$ cat config.mk
export PLATFORM = sky130hd
export DESIGN_NAME = softex_tcdm_splitter
export DESIGN_NICKNAME = d
export VERILOG_FILES = /design/src/rtl/softex_tcdm_splitter.sv
export SDC_FILE = /design/constraint.sdc
export NUM_CORES = 1
export LEC_CHECK = 0
export ABC_AREA = 1
export CELL_PAD_IN_SITES_DETAIL_PLACEMENT = 0
export CELL_PAD_IN_SITES_GLOBAL_PLACEMENT = 1
export CORE_AREA = 2 2 254 256
export DETAILED_ROUTE_END_ITERATION = 10
export DIE_AREA = 0 0 256 258
export PLACE_DENSITY = 0.67
export SYNTH_ARGS = -nofsm -noshare
export SYNTH_HDL_FRONTEND = slang
export SYNTH_SLANG_ARGS = --single-unit
$ cat constraint.sdc
create_clock -name clk_i -period 7.65 [get_ports clk_i]
set_input_delay 1.9125 -clock clk_i [delete_from_list [all_inputs] [get_ports clk_i]]
set_output_delay 1.9125 -clock clk_i [all_outputs]
set_load 0.03 [all_outputs]
$ cat src/rtl/softex_tcdm_splitter.sv
// Splits one wide TCDM access into MP 64-bit narrow accesses and re-aligns the
// per-port read responses into a single wide response through per-port FIFOs.
module softex_tcdm_splitter #(
  parameter int unsigned MP         = 2,
  parameter int unsigned FIFO_DEPTH = 2
) (
  input  logic              clk_i,
  input  logic              rst_ni,
  input  logic              clear_i,
  input  logic              in_req_i,
  output logic              in_gnt_o,
  input  logic [31:0]       in_add_i,
  input  logic              in_wen_i,
  input  logic [MP*8-1:0]   in_be_i,
  input  logic [MP*64-1:0]  in_data_i,
  output logic              in_r_valid_o,
  input  logic              in_r_ready_i,
  output logic [MP*64-1:0]  in_r_data_o,
  output logic [MP-1:0]     out_req_o,
  input  logic [MP-1:0]     out_gnt_i,
  output logic [MP*32-1:0]  out_add_o,
  output logic [MP-1:0]     out_wen_o,
  output logic [MP*8-1:0]   out_be_o,
  output logic [MP*64-1:0]  out_data_o,
  input  logic [MP-1:0]     out_r_valid_i,
  input  logic [MP*64-1:0]  out_r_data_i,
  output logic              err_o
);

  localparam int unsigned PW = (FIFO_DEPTH > 1) ? $clog2(FIFO_DEPTH) : 1;
  localparam int unsigned CW = $clog2(FIFO_DEPTH + 1);

  logic [MP-1:0] r_done;
  logic [CW-1:0] r_cnt;
  logic          r_err;

  logic          w_stall;
  logic          w_pop;
  logic [MP-1:0] w_port_ok;
  logic [MP-1:0] w_nonempty;
  logic [MP-1:0] w_ovf;

  // Reads stall once every FIFO slot is already reserved by an outstanding read.
  assign w_stall      = in_wen_i & (r_cnt == CW'(FIFO_DEPTH));
  assign in_gnt_o     = in_req_i & (&w_port_ok);
  assign in_r_valid_o = &w_nonempty;
  assign w_pop        = in_r_valid_o & in_r_ready_i;
  assign err_o        = r_err;

  for (genvar g = 0; g < MP; g++) begin : g_port
    logic [63:0]   r_mem [FIFO_DEPTH];
    logic [PW-1:0] r_wptr;
    logic [PW-1:0] r_rptr;
    logic [CW-1:0] r_fcnt;
    logic          w_full;
    logic          w_push;

    assign out_add_o[32*g +: 32]  = in_add_i + 32'(8 * g);
    assign out_be_o[8*g +: 8]     = in_be_i[8*g +: 8];
    assign out_data_o[64*g +: 64] = in_data_i[64*g +: 64];
    assign out_wen_o[g]           = in_wen_i;
    assign out_req_o[g]           = in_req_i & ~r_done[g] & ~w_stall;
    assign w_port_ok[g]           = r_done[g] | (out_req_o[g] & out_gnt_i[g]);

    assign w_full        = (r_fcnt == CW'(FIFO_DEPTH));
    assign w_nonempty[g] = (r_fcnt != '0);
    // A full FIFO still accepts a push when its head leaves in the same cycle.
    assign w_push        = out_r_valid_i[g] & (~w_full | w_pop);
    assign w_ovf[g]      = out_r_valid_i[g] & w_full & ~w_pop;
    assign in_r_data_o[64*g +: 64] = r_mem[r_rptr];

    always_ff @(posedge clk_i) begin
      if (w_push) r_mem[r_wptr] <= out_r_data_i[64*g +: 64];
    end

    always_ff @(posedge clk_i or negedge rst_ni) begin
      if (!rst_ni) begin
        r_wptr <= '0;
        r_rptr <= '0;
        r_fcnt <= '0;
      end else if (clear_i) begin
        r_wptr <= '0;
        r_rptr <= '0;
        r_fcnt <= '0;
      end else begin
        if (w_push) r_wptr <= (r_wptr == PW'(FIFO_DEPTH - 1)) ? '0 : r_wptr + 1'b1;
        if (w_pop)  r_rptr <= (r_rptr == PW'(FIFO_DEPTH - 1)) ? '0 : r_rptr + 1'b1;
        case ({w_push, w_pop})
          2'b10:   r_fcnt <= r_fcnt + 1'b1;
          2'b01:   r_fcnt <= r_fcnt - 1'b1;
          default: r_fcnt <= r_fcnt;
        endcase
      end
    end
  end

  always_ff @(posedge clk_i or negedge rst_ni) begin
    if (!rst_ni) begin
      r_done <= '0;
      r_cnt  <= '0;
      r_err  <= 1'b0;
    end else if (clear_i) begin
      r_done <= '0;
      r_cnt  <= '0;
      r_err  <= 1'b0;
    end else begin
      if (in_gnt_o) r_done <= '0;
      else          r_done <= r_done | (out_req_o & out_gnt_i);
      case ({in_gnt_o & in_wen_i, w_pop})
        2'b10:   r_cnt <= r_cnt + 1'b1;
        2'b01:   r_cnt <= r_cnt - 1'b1;
        default: r_cnt <= r_cnt;
      endcase
      if (|w_ovf) r_err <= 1'b1;
    end
  end

endmodule

==> results.md, run 1 <==
* I/O Buffers at 359
* Slew @ Worst Pin at 0.969 ns
* Die extent in x at 256 microns
* Global-route usage over all layers at 14.7%
* Fin cells at 2134
* H-tree Lvls at 1
* Dpl hpwl at 41200 microns
* Setup Viol. Count Final at 0
* Max_cap viols at 0
* Worst setup EP type: output pin
* Number of fill cells at 6612
* Pre-CTS WS at 0.768 ns
* Largest net degree at the start of global routing at 66
* Ys async rst share at 4.83%
* 1st-iter DRT viols at 370
* # IOs at 657
* PwrDens at 297 nW/um^2
* Most frequently used flop master after synthesis: edfxtp_1
* Hold_buf cts at 0
* Post-route DRC at 0
* DR vias at 7964
* Detailed-route wire length at 50900 microns
* Final antenna-violating net count at 0
* Final worst slack at 0.889 ns
* Top post-synthesis cells by count: 421 x nand2_1, 256 x edfxtp_1, 181 x buf_4
* DRT Pass-1 Iters at 6
* RSZ-0062 raised after global routing: false
* Mapped Area at 12100 sq um
* Layout cell share with drive strength beyond 1 at 5.95%
* Seq cells post-synth at 269
* Slew Limit Fails at 0
* Relative slew slack at 35.4%
* Vias in the first global route at 8171
* TNS Setup at 0 ns
* Critical Path Source Type: primary input
* FMAX at 0.148 GHz
* Post-synthesis sequential area ratio at 66.2%
* Final Critical Period at 6.76 ns
* Core region area at 63600 sq um
* Tcrit/Tclk final at 88.4%
* CP arrival at 4.85 ns
* Yosys top cell by area: edfxtp_1
* Layout area overhead at 33.9%
* Net Count, Synth at 1388
* DR vias/cell at 3.73
* Clock skew at 0.0105 ns
* TritonCTS clock tree: yes
* Clock sinks at 269
* Mapped Avg Cell Area at 11.3 sq um
* Root buf cell: clkbuf_16
* Crit Path Max Fanout at 4
* RD Place Congestion at 0.962
* Worst-path clk slew at 0.06 ns
* Mapped Cells at 1073
* Postcts setup bufs at 0
* Post-CTS sizing at 0
* Worst-skew pair later-pin latency at 0.53 ns
* Yosys top cell area share at 63.5%
* Max VDD drop at 0.201 mV
* Worst path required time at 5.74 ns
* Lkg Pwr at 6.13 nW
* Initial antenna violation count at 5
* Final #Nets at 1577
* Placed cell count at 2088
* DIE AREA at 66000 sq um
* Status: complete, no violations
* Die Y at 258 microns
* GRT Residual Overflow at 0
* Min-Delay Path Class: flip-flop to flip-flop
* Maximum root-to-sink buffer count at 3
* Post-synth EDFFs at 256
* # rows at 93
* Setup CP Type: primary input to output pin
* Area contributors post-synth: edfxtp_1 63%, nand2_1 13%, buf_4 11%, dfrtp_1 2.7%, xor2_1 1.3%
* Final hold violation count at 0
* First-pass GRT wire length at 67900 microns
* Netlist cell types at 32
* Drt wl/cell at 23.9 microns
* Top-count cell post-synth: nand2_1
* Starting density of the core at 19.0%
* Cts bufs inserted at 27
* Synth warn at 0
power breakdown:
part / total, W / internal [W] / switching (W)
combinational: 0.00170 / 0.000606 / 0.00110
sequential: 0.00191 / 0.00185 / 0.0000576
clock: 0.00121 / 0.000675 / 0.000533
total: 0.00482 / 0.00314 / 0.00169
layout make-up:
cell class / count / area, sq um / area share, %
flip-flops and latches: 269 / 8020 / 49.4
repair buffers: 372 / 3690 / 22.8
clock buffers: 33 / 698 / 4.31
multi-input cells: 552 / 2500 / 15.4
well taps: 855 / 1070 / 6.60
diodes: 2 / 5.00 / 0.0309
inverters: 40 / 150 / 0.926
clock inverters: 11 / 81.3 / 0.502
logic make-up after synthesis:
group	count (synthesis)	synth area share [%]
compound gates	17	0.785
xor+xnor	30	2.17
fa+ha+maj	1	0.103
buf+inv	252	13.4
flops	269	66.2
simple gates	504	17.4
layout by cell type, fill, tap and decap left out, types with 2 or more instances in the layout:
cell type	instances
nand3_1	17
nor2_4	7
diode_2	2
buf_4	13
dfrtp_1	11
nand2_2	2
xnor2_1	12
nand4_1	14
o21ai_0	7
nor2_2	3
edfxtp_1	256
a21oi_1	7
nor3_1	11
nor4_1	2
clkbuf_16	27
nand2_1	421
nand2_4	5
inv_1	37
clkinv_2	4
nor2_1	16
inv_2	3
clkinv_1	4
clkdlybuf4s50_1	359
clkbuf_1	6
xor2_1	18
dfrtp_2	2
layer usage:
| metal | global-route usage [%] | routed length (microns) |
|---|---|---|
| met5 | 0 | 46 |
| met3 | 10.5 | 8310 |
| met2 | 28.5 | 27700 |
| met1 | 10.9 | 13100 |
| met4 | 5.21 | 1780 |
sequential cells by signal, summed over array words and instances, names as in the netlist:
register and count:
g_port.r_wptr 2, r_cnt 2, g_port.r_mem 256, err_o 1
g_port.r_rptr 2, r_done 2, g_port.r_fcnt 4
final timing paths:
kind / start / to / slack, ns / cells after the start
worst max-delay path: in_add_i[3] / out_add_o[57] / 0.89 / 11
worst min-delay path: err_o / err_o / 0.55 / 2
worst max register to register: g_port[0].r_fcnt[0] / g_port[1].r_mem[0][26] / 4.64 / 9
worst min register to register: err_o / err_o / 0.55 / 2
max in group asynchronous: rst_ni / g_port[1].r_rptr / 5.38 / 1
min in group asynchronous: rst_ni / r_cnt[1] / 1.79 / 1
through the flow:
stage	instance area, sq um	utilization, %	hold slack, ns	total power [W]
after floorplan	12100	-	0.525	0.00302
after global placement	15400	24.2	0.543	0.00365
after global routing	16200	25.5	0.619	0.00506
after detailed placement	15400	24.2	0.553	0.00367
after CTS	16200	25.5	0.566	0.00490
final	16200	25.5	0.551	0.00482
critical path, stage by stage:
cell	delay, ns
clkdlybuf4s50_1	0.55
ha_1	0.21
nand2_1	0.09
nor2_2	0.14
nand3_2	0.15
nor2_4	0.17
nand2_4	0.09
nor3_4	0.16
nand2_2	0.07
xnor2_1	0.51
clkdlybuf4s50_1	0.79
Power figures use the tool's default switching activity.
==> run 2, diff against run 1 <==
==> config.mk (replaced) <==
export PLATFORM = sky130hd
export DESIGN_NAME = softex_tcdm_splitter
export DESIGN_NICKNAME = d
export VERILOG_FILES = /design/src/rtl/softex_tcdm_splitter.sv
export SDC_FILE = /design/constraint.sdc
export NUM_CORES = 1
export LEC_CHECK = 0
export ABC_AREA = 1
export CORE_AREA = 2 2 255 257
export DETAILED_ROUTE_END_ITERATION = 10
export DIE_AREA = 0 0 257 259
export PLACE_DENSITY = 0.55
export SYNTH_ARGS = -nofsm -noshare
export SYNTH_HDL_FRONTEND = slang
export SYNTH_SLANG_ARGS = --single-unit
==> run 2 against run 1 <==
  * Flip-flop and latch count unchanged
  * Global-route usage up 0.13 points
  * Critical path type unchanged
  * Worst setup slack worse by 0.28 ns
==> results.md, run 2 (synthesized netlist as in run 1, its figures left out) <==
* Worst-skew pair later-pin latency at 0.55 ns (+0.02 ns)
* Clock skew at 0.0213 ns (+0.0108 ns)
* Hold_buf cts at 0 (unchanged)
* Die extent in x at 257 microns (+0.39%)
* H-tree Lvls at 1 (unchanged)
* Final Critical Period at 7.04 ns (+0.279 ns)
* Initial antenna violation count at 3 (-2)
* First-pass GRT wire length at 68400 microns (+0.83%)
* Status: complete, no violations
* Crit Path Max Fanout at 4 (unchanged)
* TritonCTS clock tree: yes
* Dpl hpwl at 42000 microns (+2.1%)
* Slew @ Worst Pin at 1.04 ns (+0.0746 ns)
* Critical Path Source Type: primary input
* TNS Setup at 0 ns (unchanged)
* Core region area at 63900 sq um (+0.37%)
* Antenna cells at 0 (-2)
* Final hold violation count at 0 (unchanged)
* Drt wl/cell at 24.5 microns (+2.5%)
* CP arrival at 5.13 ns (+0.28 ns)
* Worst-path clk slew at 0.07 ns (about the same)
* # rows at 93 (unchanged)
* Tcrit/Tclk final at 92.0% (+3.7 points)
* Final #Nets at 1576 (-0.063%)
* Clock sinks at 269 (unchanged)
* 1st-iter DRT viols at 447 (+21%)
* PwrDens at 299 nW/um^2 (+0.38%)
* I/O Buffers at 359 (unchanged)
* # IOs at 657 (unchanged)
* Commonest non-fill, non-tap cell in the layout: nand2_1
* Largest register by flop count: g_port.r_mem
* Pre-CTS WS at 0.470 ns (-0.298 ns)
* Highest Signal Layer: met5
* Starting density of the core at 19.0% (-0.069 points)
* FMAX at 0.142 GHz (-4.0%)
* Met2 WL at 28700 microns (+3.7%)
* Post-CTS sizing at 0 (unchanged)
* WL met3 at 8060 microns (-3.0%)
* Final antenna-violating net count at 0 (unchanged)
* Slew Limit Fails at 0 (unchanged)
* Vias in the first global route at 8027 (-1.8%)
* Worst setup EP type: output pin
* RD Place Congestion at 0.961 (-0.10%)
* Postcts setup bufs at 0 (unchanged)
* Min-Delay Path Class: flip-flop to flip-flop
* Final worst slack at 0.610 ns (-0.279 ns)
* Maximum root-to-sink buffer count at 3 (unchanged)
* Largest net degree at the start of global routing at 67 (+1.5%)
* Layout area overhead at 33.9% (about the same)
* Setup Viol. Count Final at 0 (unchanged)
* Post-route DRC at 0 (unchanged)
* DR vias/cell at 3.74 (+0.33%)
* Detailed-route wire length at 52200 microns (+2.6%)
* Relative slew slack at 30.3% (-5.1 points)
* Largest register FFs at 256 (unchanged)
* Layout cell share with drive strength beyond 1 at 5.78% (-0.17 points)
* DR vias at 7994 (+0.38%)
* GRT Residual Overflow at 0 (unchanged)
* DRT met1 WL at 13400 microns (+1.9%)
* Highest-count cells in the layout ignoring fill and taps: 421 x nand2_1, 359 x clkdlybuf4s50_1, 256 x edfxtp_1
* Die Y at 259 microns (+0.39%)
* Global-route usage over all layers at 14.8% (+0.13 points)
* Worst path required time at 5.74 ns (about the same)
* Max VDD drop at 0.207 mV (+3.0%)
* DIE AREA at 66600 sq um (+0.78%)
* RSZ-0062 raised after global routing: false
* Root buf cell: clkbuf_16
* Setup CP Type: primary input to output pin
* Number of fill cells at 6607 (-0.076%)
* Regs by FF count: g_port.r_mem (256), g_port.r_fcnt (4)
* Max_cap viols at 0 (unchanged)
* Lkg Pwr at 6.12 nW (about the same)
* Cts bufs inserted at 27 (unchanged)
* DRT Pass-1 Iters at 4 (-2)
## run 2: power breakdown
part           switching (W)  leakage (nW)  total [W]  internal [W]
combinational        0.00110          3.19    0.00171      0.000604
clock               0.000545         0.380    0.00122      0.000679
sequential         0.0000572          2.56    0.00191       0.00185
## run 2: layer usage
metal | GRT usage (%) | up-vias
li1 | - | 3727
met1 | 10.9 | 3729
met2 | 29.1 | 477
met3 | 10.1 | 59
met4 | 5.62 | 2
met5 | 0 | -
## run 2: metrics by stage
step / power (W) / hold WS (ns) / utilization, % / cell area (sq um) / instances
final: 0.00484 / 0.554 / 25.4 / 16200 / 2135
after global routing: 0.00507 / 0.595 / 25.4 / 16200 / 2135
after CTS: 0.00492 / 0.566 / 25.4 / 16200 / 2135
after detailed placement: 0.00368 / 0.549 / 24.1 / 15400 / 2087
after global placement: 0.00366 / 0.526 / 24.1 / 15400 / 2087
after floorplan: 0.00302 / 0.525 / - / 12100 / 1073
## run 2: area by class of cell
| cell class | count | area [sq um] | share of cell area, % |
|---|---|---|---|
| flip-flops and latches | 269 | 8020 | 49.4 |
| repair buffers | 371 | 3680 | 22.7 |
| multi-input cells | 552 | 2500 | 15.4 |
| well taps | 855 | 1070 | 6.60 |
| clock buffers | 34 | 702 | 4.33 |
| inverters | 40 | 150 | 0.926 |
| clock inverters | 14 | 93.8 | 0.579 |
## run 2: path summary, 6_finish.rpt
path,from,to,slack (ns),cells after the start
worst min-delay path,err_o,err_o,0.55,2
worst max-delay path,in_add_i[3],out_add_o[51],0.61,7
max in group asynchronous,rst_ni,g_port[0].r_rptr,5.38,1
worst min register to register,err_o,err_o,0.55,2
worst max register to register,g_port[0].r_fcnt[1],g_port[1].r_mem[1][28],4.52,9
min in group asynchronous,rst_ni,g_port[0].r_fcnt[1],1.78,1
## run 2: worst max-delay path, cell delays in order
cell and delay (ns):
clkdlybuf4s50_1 0.53, ha_1 0.20, nand2_1 0.11, nor4_1 0.82, nand3_1 0.20, xnor2_1 0.56, clkdlybuf4s50_1 0.79
